[src/rtl/expr_seq_verify_if.sv]
// rtl/expr_seq_verify_if.sv - character stream in, verdict/report signals out
// Ports (master = character source and report consumer, slave = checker):
//   ascii_char, char_valid                   : one character per char_valid strobe
//   sequence_valid, output_strobe, last_op   : verdict of the last evaluated frame
//   ok_cnt, bad_cnt                          : saturating frame counters
interface expr_seq_verify_if #(
    parameter int CNT_W = 8
);
    logic [7:0]       ascii_char;
    logic             char_valid;
    logic             sequence_valid;
    logic             output_strobe;
    logic [1:0]       last_op;
    logic [CNT_W-1:0] ok_cnt;
    logic [CNT_W-1:0] bad_cnt;

    modport master (
        output ascii_char, char_valid,
        input  sequence_valid, output_strobe, last_op, ok_cnt, bad_cnt
    );

    modport slave (
        input  ascii_char, char_valid,
        output sequence_valid, output_strobe, last_op, ok_cnt, bad_cnt
    );
endinterface

[src/rtl/expr_seq_verify.sv]
// rtl/expr_seq_verify.sv - framed ASCII expression checker (NUL, A digits, op, B digits, NUL)
// Ports:
//   clk   : system clock, all state on rising edge
//   rst_n : asynchronous active-low reset
//   bus   : slave side of expr_seq_verify_if (character stream in, verdict/counters out)
module expr_seq_verify #(
    parameter int         A_MIN        = 3,
    parameter int         A_MAX        = 3,
    parameter int         B_MIN        = 3,
    parameter int         B_MAX        = 3,
    parameter logic [3:0] OP_MASK      = 4'b0001,
    parameter int         freq         = 200,
    parameter int         UART_TX_baud = 20,
    parameter int         CNT_W        = 8
) (
    input logic              clk,
    input logic              rst_n,
    expr_seq_verify_if.slave bus
);
    localparam int STROBE_LEN = freq / UART_TX_baud;
    localparam int TMR_W      = (STROBE_LEN < 1) ? 1 : $clog2(STROBE_LEN + 1);

    localparam logic [TMR_W-1:0] TMR_LOAD = TMR_W'(STROBE_LEN);
    localparam logic [3:0]       A_MIN_C  = 4'(A_MIN);
    localparam logic [3:0]       A_MAX_C  = 4'(A_MAX);
    localparam logic [3:0]       B_MIN_C  = 4'(B_MIN);
    localparam logic [3:0]       B_MAX_C  = 4'(B_MAX);

    if (A_MIN < 1 || A_MIN > A_MAX || A_MAX > 15 ||
        B_MIN < 1 || B_MIN > B_MAX || B_MAX > 15 || STROBE_LEN < 1) begin : g_param_err
        $error("expr_seq_verify: illegal parameter set");
    end

    typedef enum logic [1:0] {
        ST_IDLE = 2'd0,
        ST_A    = 2'd1,
        ST_B    = 2'd2,
        ST_ERR  = 2'd3
    } state_t;

    state_t           state, state_nx;
    logic [3:0]       a_cnt, a_cnt_nx;
    logic [3:0]       b_cnt, b_cnt_nx;
    logic [1:0]       op_lat, op_lat_nx;
    logic             seq_valid, seq_valid_nx;
    logic [1:0]       last_op, last_op_nx;
    logic [CNT_W-1:0] ok_cnt, ok_cnt_nx;
    logic [CNT_W-1:0] bad_cnt, bad_cnt_nx;
    logic [TMR_W-1:0] timer, timer_nx;

    logic       is_nul;
    logic       is_digit;
    logic       is_op;
    logic [1:0] op_code;
    logic       eval;
    logic       verdict;

    // Disabled operators simply never raise is_op, so they fall into OTHER.
    always_comb begin
        is_nul   = (bus.ascii_char == 8'h00);
        is_digit = (bus.ascii_char >= 8'h30) && (bus.ascii_char <= 8'h39);
        op_code  = 2'd0;
        is_op    = 1'b0;
        case (bus.ascii_char)
            8'h2B: begin op_code = 2'd0; is_op = OP_MASK[0]; end
            8'h2D: begin op_code = 2'd1; is_op = OP_MASK[1]; end
            8'h2A: begin op_code = 2'd2; is_op = OP_MASK[2]; end
            8'h2F: begin op_code = 2'd3; is_op = OP_MASK[3]; end
            default: ;
        endcase
    end

    always_comb begin
        state_nx     = state;
        a_cnt_nx     = a_cnt;
        b_cnt_nx     = b_cnt;
        op_lat_nx    = op_lat;
        eval         = 1'b0;
        verdict      = 1'b0;
        seq_valid_nx = seq_valid;
        last_op_nx   = last_op;
        ok_cnt_nx    = ok_cnt;
        bad_cnt_nx   = bad_cnt;

        if (bus.char_valid) begin
            case (state)
                ST_IDLE: begin
                    // Unsynchronised: wait for the first NUL to open a frame.
                    if (is_nul) begin
                        state_nx = ST_A;
                        a_cnt_nx = 4'd0;
                        b_cnt_nx = 4'd0;
                    end
                end
                ST_A: begin
                    if (is_digit) begin
                        if (a_cnt == A_MAX_C) state_nx = ST_ERR;
                        else                  a_cnt_nx = a_cnt + 4'd1;
                    end else if (is_op) begin
                        if (a_cnt >= A_MIN_C) begin
                            state_nx  = ST_B;
                            op_lat_nx = op_code;
                        end else begin
                            state_nx = ST_ERR;
                        end
                    end else if (is_nul) begin
                        // An empty frame (NUL NUL) is not evaluated.
                        if (a_cnt != 4'd0) eval = 1'b1;
                    end else begin
                        state_nx = ST_ERR;
                    end
                end
                ST_B: begin
                    if (is_digit) begin
                        if (b_cnt == B_MAX_C) state_nx = ST_ERR;
                        else                  b_cnt_nx = b_cnt + 4'd1;
                    end else if (is_nul) begin
                        eval    = 1'b1;
                        verdict = (b_cnt >= B_MIN_C);
                    end else begin
                        state_nx = ST_ERR;
                    end
                end
                default: begin
                    if (is_nul) eval = 1'b1;
                end
            endcase
        end

        // The closing NUL also opens the next frame.
        if (eval) begin
            state_nx     = ST_A;
            a_cnt_nx     = 4'd0;
            b_cnt_nx     = 4'd0;
            seq_valid_nx = verdict;
            if (verdict) begin
                last_op_nx = op_lat;
                if (ok_cnt != {CNT_W{1'b1}}) ok_cnt_nx = ok_cnt + CNT_W'(1);
            end else begin
                if (bad_cnt != {CNT_W{1'b1}}) bad_cnt_nx = bad_cnt + CNT_W'(1);
            end
        end

        // A new evaluation reloads the timer even while the strobe is active.
        if (eval)                   timer_nx = TMR_LOAD;
        else if (timer != '0)       timer_nx = timer - TMR_W'(1);
        else                        timer_nx = timer;
    end

    always_ff @(posedge clk or negedge rst_n) begin
        if (!rst_n) begin
            state     <= ST_IDLE;
            a_cnt     <= 4'd0;
            b_cnt     <= 4'd0;
            op_lat    <= 2'd0;
            seq_valid <= 1'b0;
            last_op   <= 2'd0;
            ok_cnt    <= '0;
            bad_cnt   <= '0;
            timer     <= '0;
        end else begin
            state     <= state_nx;
            a_cnt     <= a_cnt_nx;
            b_cnt     <= b_cnt_nx;
            op_lat    <= op_lat_nx;
            seq_valid <= seq_valid_nx;
            last_op   <= last_op_nx;
            ok_cnt    <= ok_cnt_nx;
            bad_cnt   <= bad_cnt_nx;
            timer     <= timer_nx;
        end
    end

    assign bus.sequence_valid = seq_valid;
    assign bus.output_strobe  = (timer != '0);
    assign bus.last_op        = last_op;
    assign bus.ok_cnt         = ok_cnt;
    assign bus.bad_cnt        = bad_cnt;
endmodule

[src/flat_wrapper.sv]
// flat-port wrapper written by rule: the top's interface ports become plain ports
module expr_seq_verify_flat 
#(
    parameter int         A_MIN        = 3,
    parameter int         A_MAX        = 3,
    parameter int         B_MIN        = 3,
    parameter int         B_MAX        = 3,
    parameter logic [3:0] OP_MASK      = 4'b0001,
    parameter int         freq         = 200,
    parameter int         UART_TX_baud = 20,
    parameter int         CNT_W        = 8
)
  (clk, rst_n, bus_ascii_char, bus_char_valid, bus_sequence_valid, bus_output_strobe, bus_last_op, bus_ok_cnt, bus_bad_cnt);
  expr_seq_verify_if #(.CNT_W(CNT_W)) bus_i ();
  input logic clk;
  input logic rst_n;
  input wire logic [$bits(bus_i.ascii_char)-1:0] bus_ascii_char;
  input wire logic [$bits(bus_i.char_valid)-1:0] bus_char_valid;
  output wire logic [$bits(bus_i.sequence_valid)-1:0] bus_sequence_valid;
  output wire logic [$bits(bus_i.output_strobe)-1:0] bus_output_strobe;
  output wire logic [$bits(bus_i.last_op)-1:0] bus_last_op;
  output wire logic [$bits(bus_i.ok_cnt)-1:0] bus_ok_cnt;
  output wire logic [$bits(bus_i.bad_cnt)-1:0] bus_bad_cnt;
  assign bus_i.ascii_char = bus_ascii_char;
  assign bus_i.char_valid = bus_char_valid;
  assign bus_sequence_valid = bus_i.sequence_valid;
  assign bus_output_strobe = bus_i.output_strobe;
  assign bus_last_op = bus_i.last_op;
  assign bus_ok_cnt = bus_i.ok_cnt;
  assign bus_bad_cnt = bus_i.bad_cnt;
  expr_seq_verify #(.A_MIN(A_MIN), .A_MAX(A_MAX), .B_MIN(B_MIN), .B_MAX(B_MAX), .OP_MASK(OP_MASK), .freq(freq), .UART_TX_baud(UART_TX_baud), .CNT_W(CNT_W)) u_core (.clk(clk), .rst_n(rst_n), .bus(bus_i));
endmodule
[config.mk]
export PLATFORM = sky130hd
export DESIGN_NAME = expr_seq_verify_flat
export DESIGN_NICKNAME = d
export VERILOG_FILES = /design/src/rtl/expr_seq_verify_if.sv /design/src/rtl/expr_seq_verify.sv /design/src/flat_wrapper.sv
export SDC_FILE = /design/constraint.sdc
export NUM_CORES = 1
export LEC_CHECK = 0
export ABC_AREA = 1
export CORE_AREA = 2 2 76 78
export DETAILED_ROUTE_END_ITERATION = 10
export DIE_AREA = 0 0 78 80
export HOLD_SLACK_MARGIN = 0.1
export MAX_ROUTING_LAYER = met4
export PLACE_DENSITY_LB_ADDON = 0.15
export SYNTH_ARGS = -nofsm -noshare
export SYNTH_HDL_FRONTEND = slang
export SYNTH_SLANG_ARGS = --single-unit
[constraint.sdc]
create_clock -name clk -period 2.2 [get_ports clk]
set_input_delay 0.66 -clock clk [delete_from_list [all_inputs] [get_ports clk]]
set_output_delay 0.66 -clock clk [all_outputs]
set_load 0.005 [all_outputs]
# == Word level (Yosys, flattened, before mapping) ==
# Index checks and enable logic that the tools add are counted.
# op_classes
reduce_logical,17
magnitude_cmp,4
bitwise_logic,2
add_sub_neg,5
muxes,38
eq_ne,17
# ops
operator,count
4-bit 2-to-1 mux,11
8-bit by 6-bit == test with 1-bit output (second input constant),4
5-bit AND reduction,4
2-bit 2-to-1 mux,9
8-bit by 1-bit adder with 8-bit output (second input constant),2
8-bit inequality test (second input constant),2
4-bit case mux with 2 select lines,2
1-bit 2-to-1 mux,13
2-bit case mux with 3 select lines,2
4-bit nonzero test,3
3-bit by 1-bit inequality test with 1-bit output (second input constant),3
4-bit by 1-bit adder with 4-bit output (second input constant),2
4-bit by 2-bit == test with 1-bit output (second input constant),2
4-bit by 2-bit greater-or-equal comparator with 1-bit output (second input constant),2
8-bit by 6-bit greater-or-equal comparator with 1-bit output (second input constant),1
8-bit by 6-bit less-or-equal comparator with 1-bit output (second input constant),1
8-bit logical NOT,1
4-bit inequality test (second input constant),2
3-bit by 2-bit inequality test with 1-bit output (second input constant),2
3-bit AND reduction,2
3-bit nonzero test,2
2-bit nonzero test,2
4-bit by 1-bit subtractor with 4-bit output (second input constant),1
1-bit case mux with 3 select lines,1
6 further kinds,7
# totals
reg_bits,35
out_inout_bits,20

# == Logic depth before layout (Yosys ltp) ==
# depth
ltp_word,9
depth_mapped,13

# == Worst setup path before layout ==
# Ideal clock, no wire load.
# synth_timing
kind,input-to-reg
startpoint,input port bus_ascii_char[6]
endpoint,register u_core.b_cnt[0]
t_required_ns,2.081
arrival_time_ns,1.656
path_buffers,1
cell_stages,9
slack_ns,0.425
path_cell_list,nor2_1 nand2_1 nor2_2 nor2_1 nor2_1 buf_4 nand3_1 nand2_1 nand2_1
# synth_between
elab_chain_cells,8
word_cells_on_any_way,20
# synth_lines
item,line_no,source
"start, declared",flat_wrapper.sv:17,input wire logic [$bits(bus_i.ascii_char)-1:0] bus_ascii_char;
branches (longest 8 deep; another with 8-bit by 6-bit greater-or-equal comparator with 1-bit output),-,
"end signal, assigned",expr_seq_verify.sv:164,b_cnt <= b_cnt_nx;
"end, declared",expr_seq_verify.sv:43,"logic [3:0] b_cnt, b_cnt_nx;"
# Several ways; the timed one is not identified.
# A chain may end at the register's enable or synchronous reset.

# == Worst setup path in the final report ==
# layout_timing
startpoint,input port bus_ascii_char[5]
endpoint,"register u_core.ok_cnt[0], in the netlist u_core.bus.ok_cnt[0]"
# layout_between
elab_chain_cells,7
word_cells_on_any_way,18
# layout_lines
item,line_no,source
branches (longest 6 deep; another with 8-bit by 6-bit greater-or-equal comparator with 1-bit output),-,
3-bit AND reduction (no line) *,-,
"end signal, assigned",expr_seq_verify.sv:168,ok_cnt <= ok_cnt_nx;
"end, declared",expr_seq_verify.sv:47,"logic [CNT_W-1:0] ok_cnt, ok_cnt_nx;"
# Mark *: on every way between the ends.

==> run metrics <==
CP required 2.41 ns; Hold WS 0.485 ns; largest delay contributor family on the critical path simple AND/OR/NAND/NOR gates; gr ovfl total 0; worst setup path category input port to flip-flop; syn_nets 298; Hold Crit Class flip-flop to flip-flop; via count 1919; routability cong. 0.868; Leakage 0.00152 uW; Synth cell types 23; Die Ht 80 um; Final Hold Vio Count 0; Clock Latency Late Sink 0.29 ns; Pwr Density 804 nW/um2; commonest non-fill, non-tap cells in the layout nand2_1, inv_1, dfrtp_1; remaining antenna violation count 0; first-pass GRT wire length 7970 um; cells along the critical path clkdlybuf4s50_1, nor2_1, nand2_2, nor3_4, nand2_2, nor2_4, buf_4, buf_4, xor2_1; clock-pin slew on the worst setup and hold paths 0.07 ns; Final period util 97.0%; placed cell area 2610 um2; H-tree lvl count 2; synth-to-layout area growth 35.1%; 1st-pass router iterations 4; fin nets 358; startpoint types input port; CTS tree done; DRC 0; #FFs+latches synth 35; synth top area cells dfrtp_1, nand2_1, inv_1; commonest non-fill, non-tap cell in the layout nand2_1; initial antenna violation count 0; Post-Synthesis Cells 276; CTS root buf clkbuf_8; sequential area share after synthesis 41.4%; Setup WS pre-CTS -0.257 ns; wire per inst 11.6 um; CP max stage delay 0.44 ns; Yosys warnings 0; Vias/cell 4.69; Slew Limit Fails 0; # IOs 31; clock skew 0.00856 ns; Peak VDD IR 467 uV; DRT iter0 DRCs 81; setup ws final 0.0662 ns; n_diodes 0; Post-CTS Hold Fix Bufs 0; Final HPWL DP 3360 um; critical path buffer and inverter count 3; Synth area leader dfrtp_1; CTS Buf Count 5; Mean Syn Cell Area 7.67 um2; top cell type's share of synthesized area 41.4%; proportion of layout cells with a drive suffix above 1 18.1%; Max-Cap Viols 0; fillcell total 531; CTS max path bufs 2; min Tclk post-route 2.13 ns; Mapped Area 2120 um2; Rel. slew slack 68.7%; Starting Density 39.2%; Final Cell Area 2860 um2; Crit path arrival time 2.35 ns; fmax 469 MHz; Slew @ Worst Pin 0.470 ns; row cnt 27; worst-path fanout max 5; gr usage total 16.7%; die area 6240 um2; slowest cell on the critical path clkdlybuf4s50_1; Routed WL 4740 um; TritonCTS Sinks 35; Pwr Total 2300 uW; Die W 78 um; number of global-route vias before repair 1808; RSZ-0062 raised after global routing yes; PortBufs 30; core area 5410 um2; Final Setup Violations 0; CP Capture Type flip-flop; outcome complete, no violations; setup TNS 0 ns; pin count of the biggest net entering global routing 36
-- path summary, 6_finish.rpt --
path | startpoint | to | slack (ns) | cells after the start
max in group asynchronous | rst_n | u_core.bus.bad_cnt[7] | 1.07 | 2
setup / recovery | bus_ascii_char[5] | u_core.bus.ok_cnt[0] | 0.07 | 9
hold / removal | u_core.bus.sequence_valid | u_core.bus.sequence_valid | 0.48 | 2
setup reg to reg | u_core.state[1] | u_core.bus.bad_cnt[6] | 0.28 | 13
hold reg to reg | u_core.bus.sequence_valid | u_core.bus.sequence_valid | 0.48 | 2
min in group asynchronous | rst_n | u_core.b_cnt[0] | 0.79 | 2
-- layout make-up --
class	instances	area [um2]	share of cell area, %
clock buffer	5	68.8	2.41
clock inverter	3	43.8	1.53
inverter	42	160	5.60
multi-input combinational	197	1130	39.5
sequential	35	876	30.6
tap	72	90.1	3.15
timing repair buffer	55	492	17.2
-- layer usage --
layer	vias to the layer above	track usage, %	share of wire [%]
li1	1001	-	-
met1	894	20.7	46
met2	18	27.1	50
met3	6	3.96	2.7
met4	0	5.26	1.4
met5	-	-	0
-- timing repair --
action,CTS,global route
endpoints found under the setup margin,1,17
resized for setup,3,24
hold endpoints to repair,0,0
pin swaps,1,12
cloned,0,1
buffers inserted,5,4
-- worst reg2reg max path, cell delays in order, from the launching register on --
cell	delay (ns)
dfrtp_1	0.43
inv_1	0.12
ha_1	0.18
inv_1	0.10
a21oi_1	0.16
nand3_1	0.11
nand2_2	0.12
nand2_4	0.09
inv_4	0.07
nand2_1	0.08
nor2_4	0.18
nand2_1	0.07
nand2_1	0.06
nand2_1	0.04
-- sequential cells by signal, indices dropped and copies added (netlist names) --
signal and count:
u_core.bus.bad_cnt 8, u_core.bus.ok_cnt 8, u_core.a_cnt 4, u_core.b_cnt 4, u_core.timer 4, u_core.bus.last_op 2
u_core.op_lat 2, u_core.state 2, u_core.bus.sequence_valid 1
-- where the power goes --
part           switching (uW)  internal (uW)
sequential               74.6            742
combinational             516            379
clock                     250            337
-- cells in the mapped netlist --
library cell,number
nand2_1,70
o21ai_0,10
nor3_2,1
nor2_2,1
nor2_1,24
o211ai_1,1
dfrtp_1,35
xor2_1,11
a22oi_1,1
nor2_4,2
nand3b_1,4
nor3_1,9
ha_1,11
nand3_1,25
a21oi_1,7
o21ai_1,1
inv_1,42
nand4_1,9
xnor2_1,4
nand2_2,4
buf_2,1
buf_4,2
nor3_4,1
-- cells by family after synthesis --
kind of cell | count (synthesis) | share of synthesized area (%)
AND/OR/NAND/NOR | 150 | 32.6
buffers and inverters | 45 | 8.39
flip-flops | 35 | 41.4
AO/OA/AOI/OAI | 20 | 4.96
XOR/XNOR | 15 | 6.21
adder cells (fa/ha/maj) | 11 | 6.50
-- per-stage QoR --
step	std cells	utilization, %
2_1_floorplan	276	-
3_3_place_gp	391	48.2
3_5_place_dp	391	48.2
4_1_cts	404	51.0
5_1_grt	409	52.9
6_report	409	52.9
Power figures use the tool's default switching activity.
